## src/rtl/serial_link_init_seq_if.sv

```systemverilog
// APB bundle between the link bring-up sequencer (master) and the link configuration port (slave).
interface serial_link_init_seq_if #(
    parameter int unsigned AddrWidth = 32,
    parameter int unsigned DataWidth = 32
);
    localparam int unsigned StrbWidth = DataWidth / 8;

    logic [AddrWidth-1:0] paddr;
    logic                 psel;
    logic                 penable;
    logic                 pwrite;
    logic [DataWidth-1:0] pwdata;
    logic [StrbWidth-1:0] pstrb;
    logic [2:0]           pprot;
    logic                 pready;
    logic                 pslverr;
    logic [DataWidth-1:0] prdata;

    modport master (
        output paddr, psel, penable, pwrite, pwdata, pstrb, pprot,
        input  pready, pslverr, prdata
    );

    modport slave (
        input  paddr, psel, penable, pwrite, pwdata, pstrb, pprot,
        output pready, pslverr, prdata
    );
endinterface

```

## src/rtl/serial_link_init_seq.sv

```systemverilog
// Serial link bring-up sequencer: drives the link CTRL/ISOLATED registers over APB after start_i.
// Optional poll timeout enabled by defining SERIAL_LINK_INIT_SEQ_POLL_TIMEOUT_EN. rst_1_n is active-high.
module serial_link_init_seq #(
    parameter int unsigned          AddrWidth         = 32,
    parameter int unsigned          DataWidth         = 32,
    parameter logic [AddrWidth-1:0] CtrlRegOffset     = AddrWidth'(32'h0),
    parameter logic [AddrWidth-1:0] IsolatedRegOffset = AddrWidth'(32'h4),
    parameter int unsigned          WaitCycles        = 50,
    parameter int unsigned          MaxPolls          = 1024
) (
    input  logic                          clk_1,
    input  logic                          rst_1_n,
    input  logic                          start_i,
    serial_link_init_seq_if.master        apb,
    output logic                          busy_o,
    output logic                          done_o,
    output logic                          error_o,
    output logic [15:0]                   poll_cnt_o
);
    localparam int unsigned StrbWidth = DataWidth / 8;
    localparam int unsigned WaitW     = (WaitCycles > 1) ? $clog2(WaitCycles) : 1;

    localparam logic [DataWidth-1:0] CtrlWr0 = DataWidth'(10'h300);
    localparam logic [DataWidth-1:0] CtrlWr1 = DataWidth'(10'h302);
    localparam logic [DataWidth-1:0] CtrlWr2 = DataWidth'(10'h303);
    localparam logic [DataWidth-1:0] CtrlWr3 = DataWidth'(10'h003);

    typedef enum logic [3:0] {
        ST_IDLE, ST_WR0, ST_WR1, ST_WR2, ST_WAIT, ST_WR3, ST_POLL, ST_DONE, ST_ERROR
    } state_e;

    state_e               state_q;
    logic                 psel_q;
    logic                 penable_q;
    logic                 pwrite_q;
    logic [AddrWidth-1:0] paddr_q;
    logic [DataWidth-1:0] pwdata_q;
    logic [StrbWidth-1:0] pstrb_q;
    logic [WaitW-1:0]     wait_cnt_q;
    logic [15:0]          poll_cnt_q;
    logic [15:0]          poll_cnt_inc;
    logic                 busy_q;
    logic                 done_q;
    logic                 error_q;

    assign poll_cnt_inc = (poll_cnt_q == 16'hFFFF) ? poll_cnt_q : poll_cnt_q + 16'd1;

    // Transfer states share one SETUP/ACCESS engine; penable_q distinguishes the sub-phase.
    always_ff @(posedge clk_1 or posedge rst_1_n) begin
        if (rst_1_n) begin
            state_q    <= ST_IDLE;
            psel_q     <= 1'b0;
            penable_q  <= 1'b0;
            pwrite_q   <= 1'b0;
            paddr_q    <= '0;
            pwdata_q   <= '0;
            pstrb_q    <= '0;
            wait_cnt_q <= '0;
            poll_cnt_q <= '0;
            busy_q     <= 1'b0;
            done_q     <= 1'b0;
            error_q    <= 1'b0;
        end else begin
            case (state_q)
                ST_IDLE, ST_DONE, ST_ERROR: begin
                    if (start_i) begin
                        state_q    <= ST_WR0;
                        busy_q     <= 1'b1;
                        done_q     <= 1'b0;
                        error_q    <= 1'b0;
                        poll_cnt_q <= '0;
                        psel_q     <= 1'b1;
                        pstrb_q    <= '1;
                        pwrite_q   <= 1'b1;
                        paddr_q    <= CtrlRegOffset;
                        pwdata_q   <= CtrlWr0;
                    end
                end
                ST_WAIT: begin
                    if (wait_cnt_q == '0) begin
                        state_q  <= ST_WR3;
                        psel_q   <= 1'b1;
                        pstrb_q  <= '1;
                        pwrite_q <= 1'b1;
                        paddr_q  <= CtrlRegOffset;
                        pwdata_q <= CtrlWr3;
                    end else begin
                        wait_cnt_q <= wait_cnt_q - WaitW'(1);
                    end
                end
                default: begin
                    if (!penable_q) begin
                        penable_q <= 1'b1;
                    end else if (apb.pready) begin
                        penable_q <= 1'b0;
                        if (apb.pslverr) begin
                            state_q  <= ST_ERROR;
                            error_q  <= 1'b1;
                            busy_q   <= 1'b0;
                            psel_q   <= 1'b0;
                            pstrb_q  <= '0;
                            pwrite_q <= 1'b0;
                            paddr_q  <= '0;
                            pwdata_q <= '0;
                        end else begin
                            case (state_q)
                                ST_WR0: begin
                                    state_q  <= ST_WR1;
                                    pwdata_q <= CtrlWr1;
                                end
                                ST_WR1: begin
                                    state_q  <= ST_WR2;
                                    pwdata_q <= CtrlWr2;
                                end
                                ST_WR2: begin
                                    state_q    <= ST_WAIT;
                                    wait_cnt_q <= WaitW'(WaitCycles - 1);
                                    psel_q     <= 1'b0;
                                    pstrb_q    <= '0;
                                    pwrite_q   <= 1'b0;
                                    paddr_q    <= '0;
                                    pwdata_q   <= '0;
                                end
                                ST_WR3: begin
                                    state_q    <= ST_POLL;
                                    pwrite_q   <= 1'b0;
                                    paddr_q    <= IsolatedRegOffset;
                                    pwdata_q   <= '0;
                                    poll_cnt_q <= poll_cnt_inc;
                                end
                                ST_POLL: begin
                                    if (apb.prdata[1:0] == 2'b00) begin
                                        state_q <= ST_DONE;
                                        done_q  <= 1'b1;
                                        busy_q  <= 1'b0;
                                        psel_q  <= 1'b0;
                                        pstrb_q <= '0;
                                        paddr_q <= '0;
                                    end else begin
`ifdef SERIAL_LINK_INIT_SEQ_POLL_TIMEOUT_EN
                                        if (poll_cnt_q == 16'(MaxPolls)) begin
                                            state_q <= ST_ERROR;
                                            error_q <= 1'b1;
                                            busy_q  <= 1'b0;
                                            psel_q  <= 1'b0;
                                            pstrb_q <= '0;
                                            paddr_q <= '0;
                                        end else begin
                                            poll_cnt_q <= poll_cnt_inc;
                                        end
`else
                                        poll_cnt_q <= poll_cnt_inc;
`endif
                                    end
                                end
                                default: ;
                            endcase
                        end
                    end
                end
            endcase
        end
    end

`ifndef SERIAL_LINK_INIT_SEQ_POLL_TIMEOUT_EN
    logic unused_max_polls;
    assign unused_max_polls = ^32'(MaxPolls);
`endif

    // Only the two isolation bits of the status word matter.
    logic unused_prdata;
    assign unused_prdata = ^apb.prdata[DataWidth-1:2];

    assign apb.psel    = psel_q;
    assign apb.penable = penable_q;
    assign apb.pwrite  = pwrite_q;
    assign apb.paddr   = paddr_q;
    assign apb.pwdata  = pwdata_q;
    assign apb.pstrb   = pstrb_q;
    assign apb.pprot   = 3'b000;
    assign busy_o      = busy_q;
    assign done_o      = done_q;
    assign error_o     = error_q;
    assign poll_cnt_o  = poll_cnt_q;
endmodule
```

## src/flat_wrapper.sv

```systemverilog
// flat-port wrapper written by rule: the top's interface ports become plain ports
module serial_link_init_seq_flat 
#(
    parameter int unsigned          AddrWidth         = 32,
    parameter int unsigned          DataWidth         = 32,
    parameter logic [AddrWidth-1:0] CtrlRegOffset     = AddrWidth'(32'h0),
    parameter logic [AddrWidth-1:0] IsolatedRegOffset = AddrWidth'(32'h4),
    parameter int unsigned          WaitCycles        = 50,
    parameter int unsigned          MaxPolls          = 1024
)
  (clk_1, rst_1_n, start_i, busy_o, done_o, error_o, poll_cnt_o, apb_paddr, apb_psel, apb_penable, apb_pwrite, apb_pwdata, apb_pstrb, apb_pprot, apb_pready, apb_pslverr, apb_prdata);
  serial_link_init_seq_if #(.AddrWidth(AddrWidth), .DataWidth(DataWidth)) apb_i ();
  input  logic clk_1;
  input  logic rst_1_n;
  input  logic start_i;
  output logic busy_o;
  output logic done_o;
  output logic error_o;
  output logic [15:0] poll_cnt_o;
  output wire logic [$bits(apb_i.paddr)-1:0] apb_paddr;
  output wire logic [$bits(apb_i.psel)-1:0] apb_psel;
  output wire logic [$bits(apb_i.penable)-1:0] apb_penable;
  output wire logic [$bits(apb_i.pwrite)-1:0] apb_pwrite;
  output wire logic [$bits(apb_i.pwdata)-1:0] apb_pwdata;
  output wire logic [$bits(apb_i.pstrb)-1:0] apb_pstrb;
  output wire logic [$bits(apb_i.pprot)-1:0] apb_pprot;
  input wire logic [$bits(apb_i.pready)-1:0] apb_pready;
  input wire logic [$bits(apb_i.pslverr)-1:0] apb_pslverr;
  input wire logic [$bits(apb_i.prdata)-1:0] apb_prdata;
  assign apb_paddr = apb_i.paddr;
  assign apb_psel = apb_i.psel;
  assign apb_penable = apb_i.penable;
  assign apb_pwrite = apb_i.pwrite;
  assign apb_pwdata = apb_i.pwdata;
  assign apb_pstrb = apb_i.pstrb;
  assign apb_pprot = apb_i.pprot;
  assign apb_i.pready = apb_pready;
  assign apb_i.pslverr = apb_pslverr;
  assign apb_i.prdata = apb_prdata;
  serial_link_init_seq #(.AddrWidth(AddrWidth), .DataWidth(DataWidth), .CtrlRegOffset(CtrlRegOffset), .IsolatedRegOffset(IsolatedRegOffset), .WaitCycles(WaitCycles), .MaxPolls(MaxPolls)) u_core (.clk_1(clk_1), .rst_1_n(rst_1_n), .start_i(start_i), .apb(apb_i), .busy_o(busy_o), .done_o(done_o), .error_o(error_o), .poll_cnt_o(poll_cnt_o));
endmodule
```

## config.mk

```make
export PLATFORM = sky130hd
export DESIGN_NAME = serial_link_init_seq_flat
export DESIGN_NICKNAME = d
export VERILOG_FILES = /design/src/rtl/serial_link_init_seq_if.sv /design/src/rtl/serial_link_init_seq.sv /design/src/flat_wrapper.sv
export SDC_FILE = /design/constraint.sdc
export NUM_CORES = 1
export LEC_CHECK = 0
export ABC_AREA = 1
export CORE_ASPECT_RATIO = 1.5
export CORE_UTILIZATION = 43
export DETAILED_ROUTE_END_ITERATION = 7
export GPL_ROUTABILITY_DRIVEN = 0
export HOLD_SLACK_MARGIN = 0.05
export MAX_ROUTING_LAYER = met4
export PLACE_DENSITY = 0.82
export RECOVER_POWER = 25
export SYNTH_ARGS = -nofsm -noshare
export SYNTH_HDL_FRONTEND = slang
export SYNTH_SLANG_ARGS = --single-unit
export TNS_END_PERCENT = 1
```

## constraint.sdc

```tcl
create_clock -name clk_1 -period 1.8 [get_ports clk_1]
set_input_delay 0.27 -clock clk_1 [delete_from_list [all_inputs] [get_ports clk_1]]
set_output_delay 0.27 -clock clk_1 [all_outputs]
set_load 0.03 [all_outputs]
```

# After elaboration in Yosys (flattened, before gate mapping)
# Cells that the tools add are included.
dict set report classes {
  add_sub_neg 2
  n_eq_ne 16
  muxes 76
  bitwise 2
  n_reduce_logical 34
}
# operator n
set ops {}
lappend ops {{32-bit 2-to-1 mux} 11}
lappend ops {{32-bit case mux with 3 select lines} 2}
lappend ops {{32-bit case mux with 2 select lines} 2}
lappend ops {{16-bit 2-to-1 mux} 6}
lappend ops {{16-bit case mux with 2 select lines} 2}
lappend ops {{4-bit 2-to-1 mux} 12}
lappend ops {{6-bit 2-to-1 mux} 5}
lappend ops {{6-bit AND reduction} 5}
lappend ops {{1-bit 2-to-1 mux} 25}
lappend ops {{4-bit case mux with 2 select lines} 3}
lappend ops {{4-bit case mux with 5 select lines} 1}
lappend ops {{16-bit by 1-bit adder with 16-bit output (second input constant)} 1}
lappend ops {{16-bit == test (second input constant)} 1}
lappend ops {{4-bit by 3-bit == test with 1-bit output (second input constant)} 4}
lappend ops {{2-bit nonzero test} 8}
lappend ops {{5-bit AND reduction} 3}
lappend ops {{3-bit nonzero test} 5}
lappend ops {{7-bit AND reduction} 2}
lappend ops {{1-bit case mux with 2 select lines} 6}
lappend ops {{6-bit case mux with 2 select lines} 1}
lappend ops {{6-bit nonzero test} 2}
lappend ops {{4-bit by 2-bit == test with 1-bit output (second input constant)} 2}
lappend ops {{8-bit nonzero test} 1}
lappend ops {{6-bit zero test} 1}
lappend ops {{other kinds (15)} 19}
dict set report totals {
  ff_bits 100
  input_bits 37
  out_inout_bits 93
  elab_cells 142
}

# Depth between registers and ports, before layout
# Gate-level depths: netlist of the first run.
dict set report depth {
  word_depth 8
  depth_mapped 12
  ltp_nobuf 11
}

# Worst setup path after synthesis of the first run
# No wires, ideal clock.
dict set report synth_timing {
  path_type {reg2reg}
  from {reg u_core.poll_cnt_q[0] (netlist: u_core.poll_cnt_o[0])}
  to {reg u_core.poll_cnt_q[0] (netlist: u_core.poll_cnt_o[0])}
  setup_ps 117
  arrival_ps 1741
  slack_ps -58
  path_stages_with_launch 12
  period_less_slack_ps 1858
  cell_sequence {dfrtp_1 > ha_1 > nand2_1 > nor2_1 > nand2_1 > nor2_1 > nand2_1 > nand3_2 > nor2_4 > buf_6 > nand2_1 > nand2_1}
}
dict set report synth_via {
  elab_chain_len 8
  elab_cells_between_ends 9
}
# element line_no
set synth_rtl {}
lappend synth_rtl {{start: declaration} serial_link_init_seq.sv:40} ;# logic [15:0] poll_cnt_q;
lappend synth_rtl {{start signal: assignment} serial_link_init_seq.sv:129} ;# poll_cnt_q <= poll_cnt_inc;
lappend synth_rtl {{start signal: assignment} serial_link_init_seq.sv:152} ;# poll_cnt_q <= poll_cnt_inc;
lappend synth_rtl {{16-bit by 1-bit adder with 16-bit output or 16-bit == test (tied branches)} serial_link_init_seq.sv:46} ;# assign poll_cnt_inc = (poll_cnt_q == 16'hFFFF) ? poll_cnt_q : poll_cnt_q + 16'd1;
lappend synth_rtl {{16-bit 2-to-1 mux (*)} serial_link_init_seq.sv:46}
lappend synth_rtl {{16-bit 2-to-1 mux} serial_link_init_seq.sv:132} ;# if (apb.prdata[1:0] == 2'b00) begin
lappend synth_rtl {{16-bit case mux with 2 select lines (*)} serial_link_init_seq.sv:106} ;# case (state_q)
lappend synth_rtl {{16-bit 2-to-1 mux (*)} serial_link_init_seq.sv:96} ;# if (apb.pslverr) begin
lappend synth_rtl {{16-bit 2-to-1 mux (*)} serial_link_init_seq.sv:94} ;# end else if (apb.pready) begin
lappend synth_rtl {{16-bit 2-to-1 mux (*)} serial_link_init_seq.sv:92} ;# if (!penable_q) begin
lappend synth_rtl {{16-bit case mux with 2 select lines (*)} serial_link_init_seq.sv:64} ;# case (state_q)
# Mark *: on every way between the ends. The rest lies on a longest branch, timed or not. The select of a mux whose other input is x is not followed.
# A chain may end at the register's enable or synchronous reset.

# Worst setup path after layout of the first run
dict set report layout_timing {
  from {reg u_core.poll_cnt_q[0] (netlist: u_core.poll_cnt_o[0])}
  to {out poll_cnt_o[0]}
}
# element line_no
set layout_lines {}
lappend layout_lines {{end: declaration} flat_wrapper.sv:19} ;# output logic [15:0] poll_cnt_o;
# No word-level cell between the ends.

==> results of run 1 <==
stage by stage:
stage	cell area (um2)	hold slack, ps
3_5_place_dp	3160	458
3_3_place_gp	3160	454
4_1_cts	3320	398
6_report	3370	475
5_1_grt	3370	502
2_1_floorplan	3140	437
layer usage:
metal	GRT usage, %	vias up	wire [um]
met5	-	-	0
met4	7.38	0	119
met3	2.54	12	266
met2	32.9	95	3220
met1	18.0	1151	2300
li1	-	1235	-
worst reg2reg max path, delay by kind of cell (launching register included):
kind / cells / cell delay [ps]
simple gates: 5 / 770
flops: 1 / 460
compound gates: 2 / 190
buf+inv: 1 / 120
final cells by class:
cell class,count,area [um2]
fillers,599,3160
multi-input cells,335,1630
flip-flops and latches,36,906
repair buffers,48,468
inverters,30,116
well taps,76,95.1
clock inverters,3,90.1
clock buffers,5,68.8
kinds of logic (layout without fill, tap and decap cells):
group                    Yosys count  in the layout  share of synthesized area, %
flip-flops                        36             36                          31.0
AND/OR/NAND/NOR                  234            235                          37.4
buffers and inverters            101             86                          22.4
AO/OA/AOI/OAI                     28             28                          5.56
adder cells (fa/ha/maj)            3              3                          1.29
other                              1             62                         0.129
XOR/XNOR                           7              7                          2.11
synth_stat cells, types with 3 or more instances:
| master | instances | area (um2) |
|---|---|---|
| sky130_fd_sc_hd__nand2_1 | 130 | 488 |
| sky130_fd_sc_hd__or2_2 | 4 | 25.0 |
| sky130_fd_sc_hd__a21oi_1 | 4 | 20.0 |
| sky130_fd_sc_hd__nand2_4 | 5 | 56.3 |
| sky130_fd_sc_hd__nor3b_1 | 4 | 30.0 |
| sky130_fd_sc_hd__nor2_1 | 50 | 188 |
| sky130_fd_sc_hd__inv_2 | 3 | 11.3 |
| sky130_fd_sc_hd__dfrtp_1 | 36 | 901 |
| sky130_fd_sc_hd__xor2_1 | 6 | 52.6 |
| sky130_fd_sc_hd__buf_4 | 67 | 503 |
| sky130_fd_sc_hd__o21ai_0 | 7 | 35.0 |
| sky130_fd_sc_hd__ha_1 | 3 | 37.5 |
| sky130_fd_sc_hd__o21ai_1 | 8 | 40.0 |
| sky130_fd_sc_hd__o21bai_1 | 3 | 22.5 |
| sky130_fd_sc_hd__nand3_2 | 4 | 40.0 |
| sky130_fd_sc_hd__nor2_2 | 4 | 25.0 |
| sky130_fd_sc_hd__nand2_2 | 5 | 31.3 |
| sky130_fd_sc_hd__nor2_4 | 3 | 33.8 |
| sky130_fd_sc_hd__inv_1 | 24 | 90.1 |
| sky130_fd_sc_hd__nand3_1 | 19 | 95.1 |
state kept, by name, indices dropped and copies added, names as in the netlist:
name,flops
u_core.poll_cnt_o,16
u_core.wait_cnt_q,6
u_core.state_q,4
u_core.apb.pwdata,3
u_core.apb.paddr,1
u_core.apb.penable,1
u_core.apb.pstrb,1
u_core.apb.pwrite,1
u_core.busy_o,1
u_core.done_o,1
u_core.error_o,1
timing repair:
| action | CTS | global route |
|---|---|---|
| buffers inserted | 0 | 0 |
| gates resized for setup | 0 | 13 |
| setup endpoints to repair | 0 | 27 |
how the worst max path moves through the flow:
| stage | endpoint | slack (ps) | cells after the start | from |
|---|---|---|---|---|
| after floorplan | u_core.poll_cnt_o[0] | 60 | 11 | u_core.poll_cnt_o[0] |
| after global placement | u_core.poll_cnt_o[12] | 100 | 9 | apb_pslverr |
| after detailed placement | u_core.poll_cnt_o[10] | 70 | 9 | apb_pslverr |
| after CTS | poll_cnt_o[10] | 20 | 1 | u_core.poll_cnt_o[10] |
| after global routing | u_core.poll_cnt_o[12] | 6 | 11 | u_core.poll_cnt_o[1] |
| final | poll_cnt_o[0] | 90 | 2 | u_core.poll_cnt_o[0] |
report_power, final:
| group | internal [mW] | switching [mW] | leakage, nW |
|---|---|---|---|
| Clock | 0.693 | 0.309 | 0.0784 |
| Sequential | 1.01 | 0.192 | 0.467 |
| Combinational | 0.912 | 1.77 | 1.20 |
==> metrics list, run 1 <==
- Outcome: completed
- The HPWL after detailed placement is 4310 um.
- The critical path contains buffers and inverters numbering 2 combined.
- Number of clock buffers inserted by TritonCTS: 5
* Clock H-tree levels: 2
- In the global route stage, overall resource usage came out at 17.4%.
- # DRC: 0
* DP Cell Count: 524
- Reg-to-reg endpoint: u_core.wait_cnt_q[5]
- Across all layers, the routed design uses 2493 vias.
* Part of the cycle the worst path needs: 95.1%
* Syn Area/Cell: 7.08 um2
* Clock tree root buffer cell: sky130_fd_sc_hd__clkbuf_8
- The worst register-to-register path has a setup slack of 150 ps.
* Finished Core Util: 51.6%
- Setup slack closes at 87.3 ps.
* Data arrival time of the critical path: 1440 ps
- Routed WL per cell: 11.1 um
- Vias per inst: 4.68
* Max-slew headroom: 39.2%
- Critical Path, Cell by Cell: buf_4, clkdlybuf4s50_1
* Post-detailed-routing wire length: 5910 um
* Worst setup path class: flop to primary output
- Clock-pin slew reported for the worst setup and hold paths after clock tree synthesis: 80 ps
* Worst Tran Pin Value: 912 ps
- Across the run, the number of max-cap violations was 0.
- Setup repair after global routing missed its margin: no
- The worst hold path begins at u_core.apb.paddr[2].
- Cell class contributing the biggest share of worst-path delay: buffers and inverters
- The number of antenna violations at the first check in global routing is 0.
* First-pass GRT wire length: 9750 um
- Number of nets in the finished design: 496
- For hold timing, the worst endpoint is u_core.apb.paddr[2].
- Synth cell types: 38
* Leading register cell type out of synthesis: sky130_fd_sc_hd__dfrtp_1
- The floorplan step defined a die boundary enclosing 0.00709 mm2.
- Worst IR drop on VDD: 723 uV
- Measured in cells, the most critical reg-to-reg path has a length of 8.
- Largest stage delay on the critical path: 660 ps
- In the synthesized netlist the async set-or-reset flop fraction comes to 100%.
- Worst R2R Start: u_core.state_q[1]
* Yosys warnings: 0
- Number of buffers on the longest clock path: 2
* FF+latch count, synth: 36
- Worst hold path stage count: 2
- Leaving out fill and tap cells, the most frequent cell in the layout is sky130_fd_sc_hd__nand2_1.
* Max stage delay cell, worst path: sky130_fd_sc_hd__clkdlybuf4s50_1
* Clock period minus final worst setup slack: 1710 ps
* Leakage power: 1.74 nW
* Core box area: 0.00653 mm2
- CTS Sinks: 36
* Die Y: 103 um
* Worst Skew: 11.6 ps
* Via count of the first global-routing pass: 2236
* Cell count after synthesis: 410
- The library cells used most frequently in the layout, excluding fill and tap cells, are sky130_fd_sc_hd__nand2_1 (129), sky130_fd_sc_hd__conb_1 (62), sky130_fd_sc_hd__nor2_1 (48).
* Clock latency at the later pin of the worst-skew pair: 290 ps
- Worst setup slack before clock tree synthesis: 72.9 ps
- Sequential cell area fraction in the yosys report: 31.0%
- Once the floorplan was initialized, standard cells occupied 44.5% of the core.
* Max-slew violation count: 0
* Count of port buffers added during placement: 37
- Number of DRC markers in iteration 0: 169
- Ant. Diodes: 0
- Congestion Overflow GR: 0
- Counting flops with a built-in enable in the synthesized netlist gives 0.
* Boundary pin count: 130
- Largest net degree at the start of global routing: 37
- Highest clock frequency the design can meet: 584 MHz
* Proportion of layout cells with a drive suffix above 1: 13.8%
- Rows: 36
* Final Total Pwr: 4.88 mW
- Pwr dens: 1450 mW/mm2
- Setup violations remaining at the end of the flow were counted as 0.
* Horizontal extent of the die: 69.1 um
* Type of origin of the critical path: flop
- For the worst setup path, the data required time is 1530 ps.
- Fin Setup TNS: 0 ps
* Post-synthesis to final-layout area growth: 16.1%
- In this run the cell area of the synthesized design comes to 0.00290 mm2.
- For this run, the detailed router's first-pass iteration total came to 5.
- Non-filler cells, final: 533
- The final hold violation count is 0.
* CTS tree: built
* Number of antenna-violating nets in the routed design: 0
- Worst-path maximum fanout: 5
- For this design, the CTS-stage hold fixing added 0 buffers.
- CP Capture Type: primary output
- The worst hold path belongs to the class flop to flop.
Power figures use the tool's default switching activity.
==> run 2, diff against run 1 <==
RECOVER_POWER = 100   (was 25)
==> run 2 against run 1 <==
  * Largest power group unchanged
  * Count of clock-buffer cells in the layout unchanged
  * Clock skew about the same
  * Register-to-register slack got worse by 60 ps
  * Cell area decreased by 0.82%
  * Die area unchanged
  * Maximum frequency decreased by 2.1%
  * First-iteration DRC count decreased by 6.5%
  * Via count increased by 0.72%
  * Final cell count unchanged
==> metrics list, run 2 (same netlist as run 1, synthesis figures left out) <==
- The longest clock path from root to sink contains 2 buffers.
- The worst hold path passes through 2 cells.
* Cell Area, Placed: 0.00316 mm2
* Number of cell instances on the worst register-to-register path: 12
- Number of detailed-routing iterations run before antenna repair: 5
* Worst Tran Pin Value: 915 ps
* Reg2reg setup slack: 90 ps
* Reported max-cap violation count: 0
- Setup total negative slack on the finished layout was measured at 0 ps.
- In this run, the number of DRC markers left after iteration 0 of detailed routing was 158.
* Clock period minus final worst setup slack: 1750 ps
* Count of final setup violators: 0
- Congestion Overflow GR: 0
- Post-synthesis to final-layout area growth: 15.1%
- In this run the critical register-to-register path is launched from u_core.state_q[2].
- Class of the tightest hold or removal check: flop to flop
* Core box area: 0.00653 mm2
- Reg-to-reg endpoint: u_core.poll_cnt_o[5]
- Final Total Pwr: 4.82 mW
- The first global-routing pass estimated 9750 um of wire.
* Worst setup path class: flop to primary output
* Highest-count cells in the layout ignoring fill and taps: sky130_fd_sc_hd__nand2_1 (129), sky130_fd_sc_hd__conb_1 (62), sky130_fd_sc_hd__nor2_1 (49)
- Part of the cycle the worst path needs: 97.2%
- For the worst setup path, the data required time is 1530 ps.
* CP Capture Type: primary output
* Clock tree root buffer cell: sky130_fd_sc_hd__clkbuf_8
* Worst-path maximum fanout: 5
- The post-route netlist has 13.6% of its cells at a drive strength greater than 1.
- Dividing the detail-routed via count by the number of cells gives 4.71.
* Largest register FFs: 16
* Resize count post-CTS: 0
- The via count of the first global-routing pass was 2236.
- Data arrival time of the critical path: 1480 ps
- Count of port buffers added during placement: 37
* Clock latency at the later pin of the worst-skew pair: 290 ps
- After clock tree synthesis, the clock-pin slew on the worst setup and hold paths is 80 ps.
- Total half-perimeter wirelength after legalization and detailed placement: 4310 um
- Boundary pin count: 130
* Fill cells: 601
- Overall global routing resource usage: 17.4%
- The die covers 0.00709 mm2.
* Routed WL per cell: 11.1 um
- Initial Util: 44.5%
* CP endpoint: poll_cnt_o[0]
- The routed layout has 2511 vias.
- Once the clock tree was built, the setup fixing pass inserted 0 buffers.
- CTS Sinks: 36
* Worst Skew: 11.7 ps
- Footprint of the flip-flops and latches: 906 um2
- Post-route cell area: 0.00334 mm2
* Largest net degree at the start of global routing: 37
- Derived from the worst setup path, the maximum achievable clock frequency is 572 MHz.
* Worst setup path start: u_core.poll_cnt_o[0]
- Summed over all layers, the routed wires come to 5910 um.
- Horizontal extent of the die: 69.1 um
* Worst IR drop on VDD: 713 uV
- After detailed routing, the number of remaining DRC violations is 0.
- Ant. Diodes: 0
- Pwr dens: 1440 mW/mm2
- Setup repair after global routing left no endpoint under its margin.
- After clock tree synthesis, the flow added hold-fix buffers numbering 0.
- The total count of max-transition violations in the final report came to 0.
- Rows: 36
- The detail route stage leaves a number of antenna-violating nets equal to 0.
- Clock tree synthesis inserted a total of 5 buffers.
* Most common library cell in the layout ignoring fill and taps: sky130_fd_sc_hd__nand2_1
* Outcome: completed
* Leakage power: 1.73 nW
- CTS tree: built
* Max-slew headroom: 39.0%
- Die Y: 103 um
- The multi-input combinational cells in the finished layout cover a total of 0.00162 mm2.
- The number of antenna violations at the first check in global routing is 0.
- At the end of the flow, the number of nets in the layout was 496.
- The final hold violation count came to 0.
- Minimum hold slack: 469 ps
* Type of origin of the critical path: flop
- Clock H-tree levels: 2
-- run 2: report_power, final --
group | switching (mW) | internal (mW) | leakage, nW
sequential | 0.187 | 1.01 | 0.467
combinational | 1.75 | 0.868 | 1.18
clock | 0.308 | 0.693 | 0.0784
-- run 2: worst min-delay path by stage --
stage / start / to / slack [ps]
floorplan: rst_1_n / u_core.apb.paddr[2] / 440
global placement: u_core.apb.paddr[2] / u_core.apb.paddr[2] / 450
detailed placement: u_core.apb.paddr[2] / u_core.apb.paddr[2] / 460
CTS: rst_1_n / u_core.wait_cnt_q[3] / 400
global route: u_core.error_o / u_core.error_o / 500
finish: u_core.apb.paddr[2] / u_core.apb.paddr[2] / 470
-- run 2: worst max-delay path, cell delays in order (launching register included) --
cell	delay [ps]
sky130_fd_sc_hd__dfrtp_2	360
sky130_fd_sc_hd__clkbuf_2	150
sky130_fd_sc_hd__clkdlybuf4s50_1	680
-- run 2: layout make-up --
cell class,instances,share of cell area (%)
Multi-Input combinational cell,335,48.4
Tap cell,76,2.84
Clock inverter,3,2.69
Clock buffer,5,2.06
Inverter,30,3.48
Sequential cell,36,27.1
Timing Repair Buffer,48,13.4
-- run 2: metrics by stage --
step | instances | util (%) | setup WS (ps)
4_1_cts | 532 | 50.8 | 23.2
3_5_place_dp | 524 | 48.4 | 72.9
3_3_place_gp | 524 | 48.4 | 98.0
2_1_floorplan | 471 | - | 56.2
6_report | 533 | 51.2 | 50.8
5_1_grt | 533 | 51.2 | 0.917
-- run 2: metal layers --
metal	vias to the layer above	global-route usage (%)	share of wire, %
met3	12	2.54	4.4
met5	-	-	0
li1	1234	-	-
met4	0	7.38	2.0
met1	1171	18.0	39
met2	94	32.9	55
